## config.mk

```make
export PLATFORM = sky130hd
export DESIGN_NAME = adffe_shift_bank
export DESIGN_NICKNAME = d
export VERILOG_FILES = /design/src/rtl/adffe_shift_bank.sv
export SDC_FILE = /design/constraint.sdc
export NUM_CORES = 1
export LEC_CHECK = 0
export BUFFER_PORTS_ARGS = -buffer_cell sky130_fd_sc_hd__buf_2
export CORE_MARGIN = 5
export CORE_UTILIZATION = 48
export CTS_BUF_LIST = sky130_fd_sc_hd__clkbuf_8
export DETAILED_ROUTE_END_ITERATION = 7
export PLACE_DENSITY = 0.67
export SETUP_SLACK_MARGIN = 0.02
export SLEW_MARGIN = 20
export SYNTH_ARGS = -nofsm -noshare
export SYNTH_HDL_FRONTEND = slang
export SYNTH_SLANG_ARGS = --single-unit
```

## constraint.sdc

```tcl
create_clock -name CLK -period 3.67 [get_ports CLK]
set_clock_uncertainty 0.15 [all_clocks]
set_input_delay 0.734 -clock CLK [delete_from_list [all_inputs] [get_ports CLK]]
set_output_delay 0.734 -clock CLK [all_outputs]
set_load 0.01 [all_outputs]
```

## src/rtl/adffe_shift_bank.sv

```systemverilog
// adffe_shift_bank
//   DEPTH stages of WIDTH-bit flip-flops with a common clock, clock enable
//   and asynchronous active-high reset. Each stage carries a valid bit.
//   Supported modes are hold, shift, parallel load and rotate. A registered
//   occupancy count tracks the number of valid stages.
//
// Parameters
//   WIDTH       data bits per stage (>= 1)
//   DEPTH       number of stages (>= 2)
//   ARST_VALUE  value forced into every stage while ARST is high
//
// Ports
//   CLK       in   clock, rising edge
//   ARST      in   asynchronous active-high reset
//   EN        in   clock enable, 0 holds all state
//   MODE      in   00 HOLD, 01 SHIFT, 10 LOAD, 11 ROTATE
//   D         in   data into stage 0 (SHIFT) or into all stages (LOAD)
//   VALID_IN  in   valid tag that accompanies D
//   Q         out  content of the last stage (DEPTH-1)
//   Q_VALID   out  valid bit of the last stage
//   COUNT     out  number of stages whose valid bit is set
//   FULL      out  COUNT == DEPTH
//   TAPS      out  all stages, stage i at [WIDTH*i +: WIDTH]   (optional)
//   VTAPS     out  all valid bits                               (optional)
//
// Optional feature
//   Define ADFFE_SHIFT_BANK_TAPS_EN to add the TAPS/VTAPS outputs.

module adffe_shift_bank #(
  parameter int               WIDTH      = 2,
  parameter int               DEPTH      = 4,
  parameter logic [WIDTH-1:0] ARST_VALUE = '0,
  localparam int              CW         = $clog2(DEPTH + 1)
) (
  input  logic             CLK,
  input  logic             ARST,
  input  logic             EN,
  input  logic [1:0]       MODE,
  input  logic [WIDTH-1:0] D,
  input  logic             VALID_IN,
`ifdef ADFFE_SHIFT_BANK_TAPS_EN
  output logic [WIDTH*DEPTH-1:0] TAPS,
  output logic [DEPTH-1:0]       VTAPS,
`endif
  output logic [WIDTH-1:0] Q,
  output logic             Q_VALID,
  output logic [CW-1:0]    COUNT,
  output logic             FULL
);

  localparam logic [1:0] MODE_HOLD   = 2'b00;
  localparam logic [1:0] MODE_SHIFT  = 2'b01;
  localparam logic [1:0] MODE_LOAD   = 2'b10;
  localparam logic [1:0] MODE_ROTATE = 2'b11;

  logic [WIDTH-1:0] stage_reg  [DEPTH];
  logic [WIDTH-1:0] stage_next [DEPTH];
  logic             valid_reg  [DEPTH];
  logic             valid_next [DEPTH];
  logic [CW-1:0]    count_reg;
  logic [CW-1:0]    count_next;

  genvar gi;
  generate
    for (gi = 0; gi < DEPTH; gi++) begin : g_stage
      // Upstream neighbour; for stage 0 this wraps to the last stage, which
      // is exactly the rotate source.
      localparam int PREV = (gi == 0) ? DEPTH - 1 : gi - 1;

      always_comb begin
        stage_next[gi] = stage_reg[gi];
        valid_next[gi] = valid_reg[gi];
        if (EN) begin
          case (MODE)
            MODE_SHIFT: begin
              if (gi == 0) begin
                stage_next[gi] = D;
                valid_next[gi] = VALID_IN;
              end else begin
                stage_next[gi] = stage_reg[PREV];
                valid_next[gi] = valid_reg[PREV];
              end
            end
            MODE_LOAD: begin
              stage_next[gi] = D;
              valid_next[gi] = VALID_IN;
            end
            MODE_ROTATE: begin
              stage_next[gi] = stage_reg[PREV];
              valid_next[gi] = valid_reg[PREV];
            end
            default: begin
              // MODE_HOLD: keep current contents
            end
          endcase
        end
      end

      always_ff @(posedge CLK or posedge ARST) begin
        if (ARST) begin
          stage_reg[gi] <= ARST_VALUE;
          valid_reg[gi] <= 1'b0;
        end else begin
          stage_reg[gi] <= stage_next[gi];
          valid_reg[gi] <= valid_next[gi];
        end
      end

`ifdef ADFFE_SHIFT_BANK_TAPS_EN
      assign TAPS[WIDTH*gi +: WIDTH] = stage_reg[gi];
      assign VTAPS[gi]               = valid_reg[gi];
`endif
    end
  endgenerate

  // Popcount of the next-state valid vector so the registered count always
  // matches the valid bits held after the same edge.
  always_comb begin
    count_next = '0;
    for (int i = 0; i < DEPTH; i++) begin
      count_next = count_next + CW'(valid_next[i]);
    end
  end

  always_ff @(posedge CLK or posedge ARST) begin
    if (ARST) begin
      count_reg <= '0;
    end else begin
      count_reg <= count_next;
    end
  end

  assign Q       = stage_reg[DEPTH-1];
  assign Q_VALID = valid_reg[DEPTH-1];
  assign COUNT   = count_reg;
  assign FULL    = (count_reg == CW'(DEPTH));

endmodule

```

# Word level (Yosys, flattened, before mapping)
# Cells that the tools add are included.
# Widths: inputs -> output; s select.
dict set report totals {
  reg_bits 15
  input_bits 8
  output_inout_bits 7
  elab_cells 34
}
dict set report op_classes {
  addsub 3
  eq_ne 4
  n_mux 12
  reduce_logical 6
}
# cell n
set ops {}
lappend ops {{$pmux 2 s2} 4}
lappend ops {{$pmux 1 s2} 4}
lappend ops {{$eq 2x2->1 const B} 2}
lappend ops {{$mux 1} 4}
lappend ops {{$reduce_and 2->1} 2}
lappend ops {{$reduce_bool 2->1} 2}
lappend ops {{$reduce_or 2->1} 2}
lappend ops {{$add 2x1->3} 1}
lappend ops {{$add 3x1->3} 1}
lappend ops {{$eq 3x3->1 const B} 1}
lappend ops {{$add 1x1->2} 1}
lappend ops {{$eq 2x1->1 const B} 1}

# Depth between registers and ports, before layout
# Gate-level depths: netlist of the first run.
dict set report logic_depth {
  ltp_word 7
  depth_mapped 9
}

# Worst setup path after synthesis of the first run
# No wires, ideal clock.
dict set report synth_path {
  path_kind {input to register}
  from {in MODE[0]}
  to {reg count_reg[1], in the netlist COUNT[1]}
  arrival_time_ns 2.544
  t_required_ns 3.394
  slack_ns 0.850
  path_stages 9
  n_path_buf 2
  cell_sequence {ha_1 -> buf_6 -> or2_1 -> buf_6 -> a21oi_1 -> o21ai_1 -> fa_1 -> ha_1 -> ha_1}
}
# item line
set synth_rtl {}
lappend synth_rtl {{start: declaration} 38} ;# input logic [1:0] MODE,
lappend synth_rtl {{end signal: assignment} 129} ;# count_reg <= count_next;
lappend synth_rtl {{end: declaration} 60} ;# logic [CW-1:0] count_reg;

==> results.ini, run 1 <==
[run_status]
status = complete, no violations

[floorplanning]
design.die.area_um2 = 2450
num_rows = 14
coreArea_um2 = 1490
start_util_pct = 50.3
pin_count = 15
fp.dieW_um = 49.5
die_y_um = 49.5

[cells_and_area]
final_layout_size_suffix_gt1_share_pct = 22.1
syn2layout_area_growth_pct = 12.9
regArea_um2 = 375
final_nets = 102
multi_input_comb_area_um2 = 314
largest_reg_flops = 6
antenna_cells = 0
fin_util_pct = 56.7
final_cell_area_um2 = 845
fillers = 130

[clocking]
clock_latency_ns = 0.24
clk_path_buf_depth = 2
cts_resized = 0
ctsHoldBuffers = 0
cts_setup_buffers = 0
clk_pin_slew_ns = 0.06
clock_sink_count = 15
cts-htree-levels = 1
ctsRootBufferMaster = clkbuf_8
numCtsBuffers = 3
cts_tree = done

[synth]
synth_warnings = 0
netlist_area_um2 = 748
avgSynthCellArea_um2 = 10.2
seq_area_frac_synth_pct = 50.2
synth_fp_nets = 88
synthCells = 73
ys_ff_latch = 15
ys_types = 17

[worst_hold_path]
hold_depth = 2
hold_class = reg -> reg
min_to = stage_reg[4]$_DFFE_PP0P_
hp-start = stage_reg[4]$_DFFE_PP0P_

[drt]
ant_nets = 0
wirelength_um = 1270
drt_first_pass_iters = 2
vias = 529
wire_per_inst_um = 12.5
routed_via_density = 5.19
drcViolationCount = 0
drtIter0Drc = 10

[power]
power.density_nw_per_um2 = 492
p_leak_nw = 0.433
irDropWorstVdd_mv = 0.236
p_total_mw = 0.416

[critical_path]
critPathArrivalTime_ns = 2.76
cp-start-kind = input port
criticalPathCategory = in -> reg
reg2reg_slack_ns = 1.71
worst_setup_path_end_kind = flop
cp.required_ns = 3.65
rr_endpoint = COUNT[1]$_DFF_PP0_
r2r-start = Q_VALID$_DFF_PP0_
reg2regPathDepth = 5
crit_fanout = 9

[global_routing]
grt_max_degree = 17
grt_antenna_before_repair = 0
gr-total-overflow = 0
grt_use_total_pct = 12.0
grt_pass1_vias = 542
grt_pass1_wl_um = 2280

[sta]
finalSetupViolCount = 0
relSlewSlack_pct = 62.1
drv_slew = 0
final.setup.tns_ns = 0
worstMarginPinSlew_ns = 0.568
finalHoldViolCount = 0
worst_slack_ns = 0.892
rsz0062_at_grt = false
finalCritPeriodShare_pct = 75.7
fmax_mhz = 360
period_needed_ns = 2.78

[placed_design]
io_buffers = 14
dpl_cell_area_um2 = 798
post-place-ws_ns = 0.634
dpl.hpwl_um = 1010
place_congestion = 0.821

[flow_run]
maxCapViolCount = 0

-- per-layer routing --
layer | GRT usage [%] | part of all wire, %
met1 | 13.7 | 44
met2 | 20.2 | 50
met3 | 3.92 | 5.5
met4 | 5.24 | 0
met5 | 0 | 0
-- cells in the final DEF (no fill, tap or decap) --
cell,count
dfrtp_1,15
buf_2,14
nand2_1,12
a21oi_1,9
o21ai_1,9
ha_1,6
nor3b_1,3
o21ai_0,3
inv_1,3
clkbuf_8,3
mux2i_1,2
nand2b_1,1
or2_1,1
and2_1,1
a22oi_1,1
fa_1,1
clkinv_2,1
buf_4,1
-- cell type report --
cell class              instances  share of cell area (%)
inverters                       3                    1.33
clock inverters                 1                   0.593
repair buffers                 15                    9.19
well taps                      16                    2.37
multi-input cells              49                    37.2
clock buffers                   3                    4.89
flip-flops and latches         15                    44.4
-- cells by family (layout without fill, tap and decap cells) --
kind of cell / Yosys count / in the layout / share of synthesized area, %
AO/OA/AOI/OAI: 22 / 22 / 15.0
AND/OR/NAND/NOR: 18 / 18 / 11.5
flip-flops: 15 / 15 / 50.2
buffers and inverters: 9 / 22 / 7.86
adder cells (fa/ha/maj): 7 / 7 / 12.7
multiplexers: 2 / 2 / 2.68
-- stage by stage --
step	hold WS [ns]	cells
6_report	0.340	102
5_1_grt	0.374	102
4_1_cts	0.340	102
3_5_place_dp	0.327	98
3_3_place_gp	0.323	98
2_1_floorplan	0.300	73
-- cells in the mapped netlist --
cell / count / area share (%)
nand2b_1: 1 / 0.84
or2_1: 1 / 0.84
and2_1: 1 / 0.84
a22oi_1: 1 / 1.0
buf_2: 2 / 1.3
nand2_1: 12 / 6.0
inv_1: 3 / 1.5
ha_1: 6 / 10
dfrtp_1: 15 / 50
a21oi_1: 9 / 6.0
buf_6: 2 / 3.0
fa_1: 1 / 2.7
mux2i_1: 2 / 2.7
o21ai_0: 3 / 2.0
nor3b_1: 3 / 3.0
o21ai_1: 9 / 6.0
buf_4: 2 / 2.0
-- worst max path at each step --
| stage | startpoint | endpoint | slack (ns) | depth (start not counted) |
|---|---|---|---|---|
| after CTS | MODE[0] | COUNT[1]$_DFF_PP0_ | 0.89 | 8 |
| after floorplan | MODE[0] | COUNT[1]$_DFF_PP0_ | 0.85 | 9 |
| after detailed placement | MODE[0] | COUNT[1]$_DFF_PP0_ | 0.63 | 8 |
| after global routing | MODE[0] | COUNT[1]$_DFF_PP0_ | 0.77 | 8 |
| after global placement | MODE[0] | COUNT[1]$_DFF_PP0_ | 0.70 | 8 |
| final | MODE[0] | COUNT[1]$_DFF_PP0_ | 0.89 | 8 |
-- critical path, cell delays in order --
cell	delay [ns]
buf_2	0.11
ha_1	0.28
or2_1	0.35
a21oi_1	0.19
o21ai_1	0.11
fa_1	0.50
ha_1	0.21
ha_1	0.27
-- where the power goes --
group / total (mW) / internal [mW] / switching, mW
registers: 0.209 / 0.193 / 0.0156
logic: 0.0783 / 0.0329 / 0.0455
clock network: 0.129 / 0.0749 / 0.0537
Note: power is estimated with default switching activity, not from simulation.
==> inputs of run 2 (changes only) <==
==> constraint.sdc (replaced) <==
create_clock -name CLK -period 2.7 [get_ports CLK]
set_clock_uncertainty 0.15 [all_clocks]
set_input_delay 0.54 -clock CLK [delete_from_list [all_inputs] [get_ports CLK]]
set_output_delay 0.54 -clock CLK [all_outputs]
set_load 0.01 [all_outputs]
==> run 2 against run 1 <==
Sequential share of layout area shrank 1.8 points; flip-flop and latch count unchanged; final cell count is 4.9% higher; hold slack worse by 0.15 ns; die area did not move; power rose by 37%; register-to-register slack got worse by 0.93 ns; critical path type unchanged; critical endpoint unchanged; largest power group unchanged.
==> results.ini, run 2 (synthesis results as in run 1) <==
[cells_and_area]
fin_util_pct = 59.2
final_nets = 107
antenna_cells = 0
final_common_cell = dfrtp_1
final_layout_size_suffix_gt1_share_pct = 25.3
syn2layout_area_growth_pct = 17.7
fillers = 145
final_cell_mix = dfrtp_1, buf_2, nand2_1
largest_reg_flops = 6

[critical_path]
worst_setup_path_end_kind = flop
reg2reg_slack_ns = 0.78
critPathArrivalTime_ns = 2.40
cp-start-kind = input port
criticalPathCategory = in -> reg
crit_fanout = 4
cp.required_ns = 2.68

[run_status]
status = complete, no violations

[drt]
routed_via_density = 4.85
vias = 519
drtIter0Drc = 3
drcViolationCount = 0
drt_first_pass_iters = 2
wirelength_um = 1270
wire_per_inst_um = 11.8
ant_nets = 0

[floorplanning]
start_util_pct = 50.3
fp.dieW_um = 49.5
coreArea_um2 = 1490
pin_count = 15
num_rows = 14
die_y_um = 49.5
design.die.area_um2 = 2450

[sta]
finalSetupViolCount = 0
worstMarginPinSlew_ns = 0.559
final.setup.tns_ns = 0
fmax_mhz = 413
drv_slew = 0
rsz0062_at_grt = false
finalCritPeriodShare_pct = 89.6
relSlewSlack_pct = 62.7
finalHoldViolCount = 0
period_needed_ns = 2.42

[power]
irDropWorstVdd_mv = 0.427
p_leak_nw = 0.459
p_total_mw = 0.571
power.density_nw_per_um2 = 648

[placed_design]
dpl.hpwl_um = 1000
io_buffers = 14
place_congestion = 0.808

[global_routing]
grt_max_degree = 16
gr-total-overflow = 0
grt_use_total_pct = 11.8
grt_antenna_before_repair = 0
grt_pass1_vias = 546
grt_pass1_wl_um = 2320

[clocking]
clock_latency_ns = 0.24
cts_setup_buffers = 0
clk_pin_slew_ns = 0.06
clock_sink_count = 15
ctsRootBufferMaster = clkbuf_8
numCtsBuffers = 3
cts-htree-levels = 1
cts_resized = 0
ctsHoldBuffers = 0
cts_tree = done
clk_path_buf_depth = 2

[flow_run]
maxCapViolCount = 0

[worst_hold_path]
hold_class = in -> async

==> run 2: power by group <==
part / internal [mW] / switching (mW) / leakage [nW]
Sequential: 0.262 / 0.0209 / 0.193
Combinational: 0.0506 / 0.0623 / 0.239
Clock: 0.100 / 0.0743 / 0.0269
Total: 0.413 / 0.157 / 0.459
==> run 2: worst max-delay path: stages <==
cell	delay (ns)
buf_2	0.10
inv_1	0.06
ha_1	0.19
or2_1	0.27
a21oi_1	0.16
o21ai_1	0.11
fa_1	0.50
ha_1	0.21
ha_1	0.26
==> run 2: cell type report <==
| cell class | count | area, µm² | area share [%] |
|---|---|---|---|
| inverters | 3 | 11.3 | 1.28 |
| clock inverters | 1 | 3.75 | 0.426 |
| clock buffers | 3 | 41.3 | 4.69 |
| repair buffers | 20 | 115 | 13.1 |
| well taps | 16 | 20.0 | 2.27 |
| flip-flops and latches | 15 | 375 | 42.6 |
| multi-input cells | 49 | 314 | 35.7 |
==> run 2: stage by stage <==
step           hold slack (ns)  instances  setup slack, ns  instance area [µm²]
2_1_floorplan            0.291         73           0.0745                  748
3_3_place_gp             0.322        103           0.0372                  836
3_5_place_dp             0.329        103           0.0255                  836
4_1_cts                  0.208        107            0.277                  881
5_1_grt                  0.247        107            0.148                  881
6_report                 0.190        107            0.280                  881
==> run 2: final timing paths <==
kind / startpoint / to / cells after the start
setup / recovery: MODE[1] / COUNT[1]$_DFF_PP0_ / 9
min in group CLK: stage_reg[6]$_DFFE_PP0P_ / stage_reg[6]$_DFFE_PP0P_ / 2
setup reg to reg: Q_VALID$_DFF_PP0_ / COUNT[1]$_DFF_PP0_ / 5
hold reg to reg: stage_reg[6]$_DFFE_PP0P_ / stage_reg[6]$_DFFE_PP0P_ / 2
max in group asynchronous: ARST / stage_reg[4]$_DFFE_PP0P_ / 2
hold / removal: ARST / stage_reg[3]$_DFFE_PP0P_ / 2
==> run 2: per-layer routing <==
| metal | up-vias | part of all wire, % | global-route usage, % |
|---|---|---|---|
| met4 | 0 | 0 | 3.93 |
| met2 | 8 | 46 | 19.5 |
| met5 | - | 0 | 0 |
| met1 | 233 | 49 | 14.5 |
| met3 | 0 | 5.1 | 3.92 |
| li1 | 278 | - | - |
==> inputs of run 3 (changes only) <==
--- a/config.mk
+++ b/config.mk
@@ -11,6 +11,7 @@
 export CTS_BUF_LIST = sky130_fd_sc_hd__clkbuf_8
 export DETAILED_ROUTE_END_ITERATION = 7
 export PLACE_DENSITY = 0.67
+export RECOVER_POWER = 100
 export SETUP_SLACK_MARGIN = 0.02
 export SLEW_MARGIN = 20
 export SYNTH_ARGS = -nofsm -noshare
==> run 3 against run 2 <==
Utilization fell by 1.1 points; global-route usage did not move; critical path depth did not move; critical path type unchanged; highest routed layer unchanged.
==> results.ini, run 3 (synthesis results as in run 1) <==
[drt]
wirelength_um = 1260
drtIter0Drc = 3
wire_per_inst_um = 11.8
drt_first_pass_iters = 2
routed_via_density = 4.85
drcViolationCount = 0
ant_nets = 0
vias = 519

[critical_path]
reg2regPathDepth = 5
crit_slowest_cell = fa_1
cp-start-kind = input port
worst_setup_path_end_kind = flop
r2r-start = Q_VALID$_DFF_PP0_
path_delay_family = adder cells
rr_endpoint = COUNT[1]$_DFF_PP0_
crit_buf_inv = 2
critical_path.max_stage_delay_ns = 0.48
crit_chain = buf_2 -> inv_1 -> ha_1 -> or2_0 -> a21oi_1 -> o21ai_0 -> fa_1 -> ha_1 -> ha_1
cp.required_ns = 2.68
critPathArrivalTime_ns = 2.43
crit_path_frequent_cell = ha_1
crit_fanout = 4
criticalPathCategory = in -> reg
reg2reg_slack_ns = 0.78

[floorplanning]
die_y_um = 49.5
num_rows = 14
coreArea_um2 = 1490
design.die.area_um2 = 2450
fp.dieW_um = 49.5
start_util_pct = 50.3
pin_count = 15

[global_routing]
grt_pass1_wl_um = 2320
grt_max_degree = 16
grt_pass1_vias = 546
grt_use_total_pct = 11.8
grt_antenna_before_repair = 0
gr-total-overflow = 0

[cells_and_area]
largest_reg_flops = 6
regArea_um2 = 375
multi_input_comb_area_um2 = 314
antenna_cells = 0
syn2layout_area_growth_pct = 15.6
final_nets = 107
fin_util_pct = 58.1
fillers = 148
final_common_cell = dfrtp_1
final_cell_mix = dfrtp_1, nand2_1, o21ai_0
final_layout_size_suffix_gt1_share_pct = 15.4

[sta]
finalHoldViolCount = 0
relSlewSlack_pct = 62.7
finalCritPeriodShare_pct = 90.7
rsz0062_at_grt = false
finalSetupViolCount = 0
final.setup.tns_ns = 0
drv_slew = 0
period_needed_ns = 2.45
worstMarginPinSlew_ns = 0.559
fmax_mhz = 408

[clocking]
cts_setup_buffers = 0
cts-htree-levels = 1
numCtsBuffers = 3
clock_sink_count = 15
clk_pin_slew_ns = 0.06
cts_resized = 0
ctsHoldBuffers = 0
clock_latency_ns = 0.24
clk_path_buf_depth = 2
cts_tree = done
ctsRootBufferMaster = clkbuf_8

[power]
power.density_nw_per_um2 = 649
irDropWorstVdd_mv = 0.425
p_leak_nw = 0.424

[placed_design]
io_buffers = 14
dpl.hpwl_um = 1000
place_congestion = 0.808

[run_status]
status = complete, no violations

[flow_run]
maxCapViolCount = 0

[worst_hold_path]
hold_class = in -> async

-- run 3: cell types whose count changed in the layout (fill, tap and decap cells not counted), sizes merged --
cell    delta
clkbuf     +9
buf        -9
-- run 3: routing by layer --
metal / vias up / wire length [µm] / track usage [%]
met5: - / 0 / 0
li1: 278 / - / -
met4: 0 / 0 / 3.93
met2: 8 / 596 / 19.5
met1: 233 / 593 / 14.5
met3: 0 / 69 / 3.92
-- run 3: worst max path at each step --
stage,start,end,cells past startpoint
6_report,MODE[1],COUNT[1]$_DFF_PP0_,9
2_1_floorplan,MODE[0],COUNT[1]$_DFF_PP0_,9
5_1_grt,MODE[1],COUNT[1]$_DFF_PP0_,9
3_5_place_dp,MODE[1],COUNT[1]$_DFF_PP0_,9
3_3_place_gp,MODE[1],COUNT[1]$_DFF_PP0_,9
4_1_cts,MODE[1],COUNT[1]$_DFF_PP0_,9
-- run 3: where the power goes --
group	switching [mW]	internal (mW)	total, mW
clock network	0.0737	0.100	0.174
logic	0.0609	0.0426	0.103
registers	0.0215	0.262	0.284
-- run 3: layout make-up --
type,instances,share of cell area [%]
Clock buffer,3,4.78
Clock inverter,1,0.434
Inverter,3,1.30
Multi-Input combinational cell,49,36.3
Sequential cell,15,43.4
Tap cell,16,2.32
Timing Repair Buffer,20,11.4
-- run 3: worst reg2reg max path, stage by stage (launching register included) --
cell and delay [ns]:
dfrtp_1 0.36, a22oi_1 0.07, o21ai_0 0.28, fa_1 0.48
ha_1 0.21, ha_1 0.26
-- run 3: stage by stage --
stage	total power, mW	hold slack, ns	setup WS, ns	instances	area [µm²]
2_1_floorplan	0.362	0.291	0.0745	73	748
3_3_place_gp	0.400	0.322	0.0372	103	836
3_5_place_dp	0.403	0.329	0.0255	103	836
4_1_cts	0.578	0.208	0.277	107	881
5_1_grt	0.605	0.247	0.101	107	865
6_report	0.562	0.190	0.251	107	865
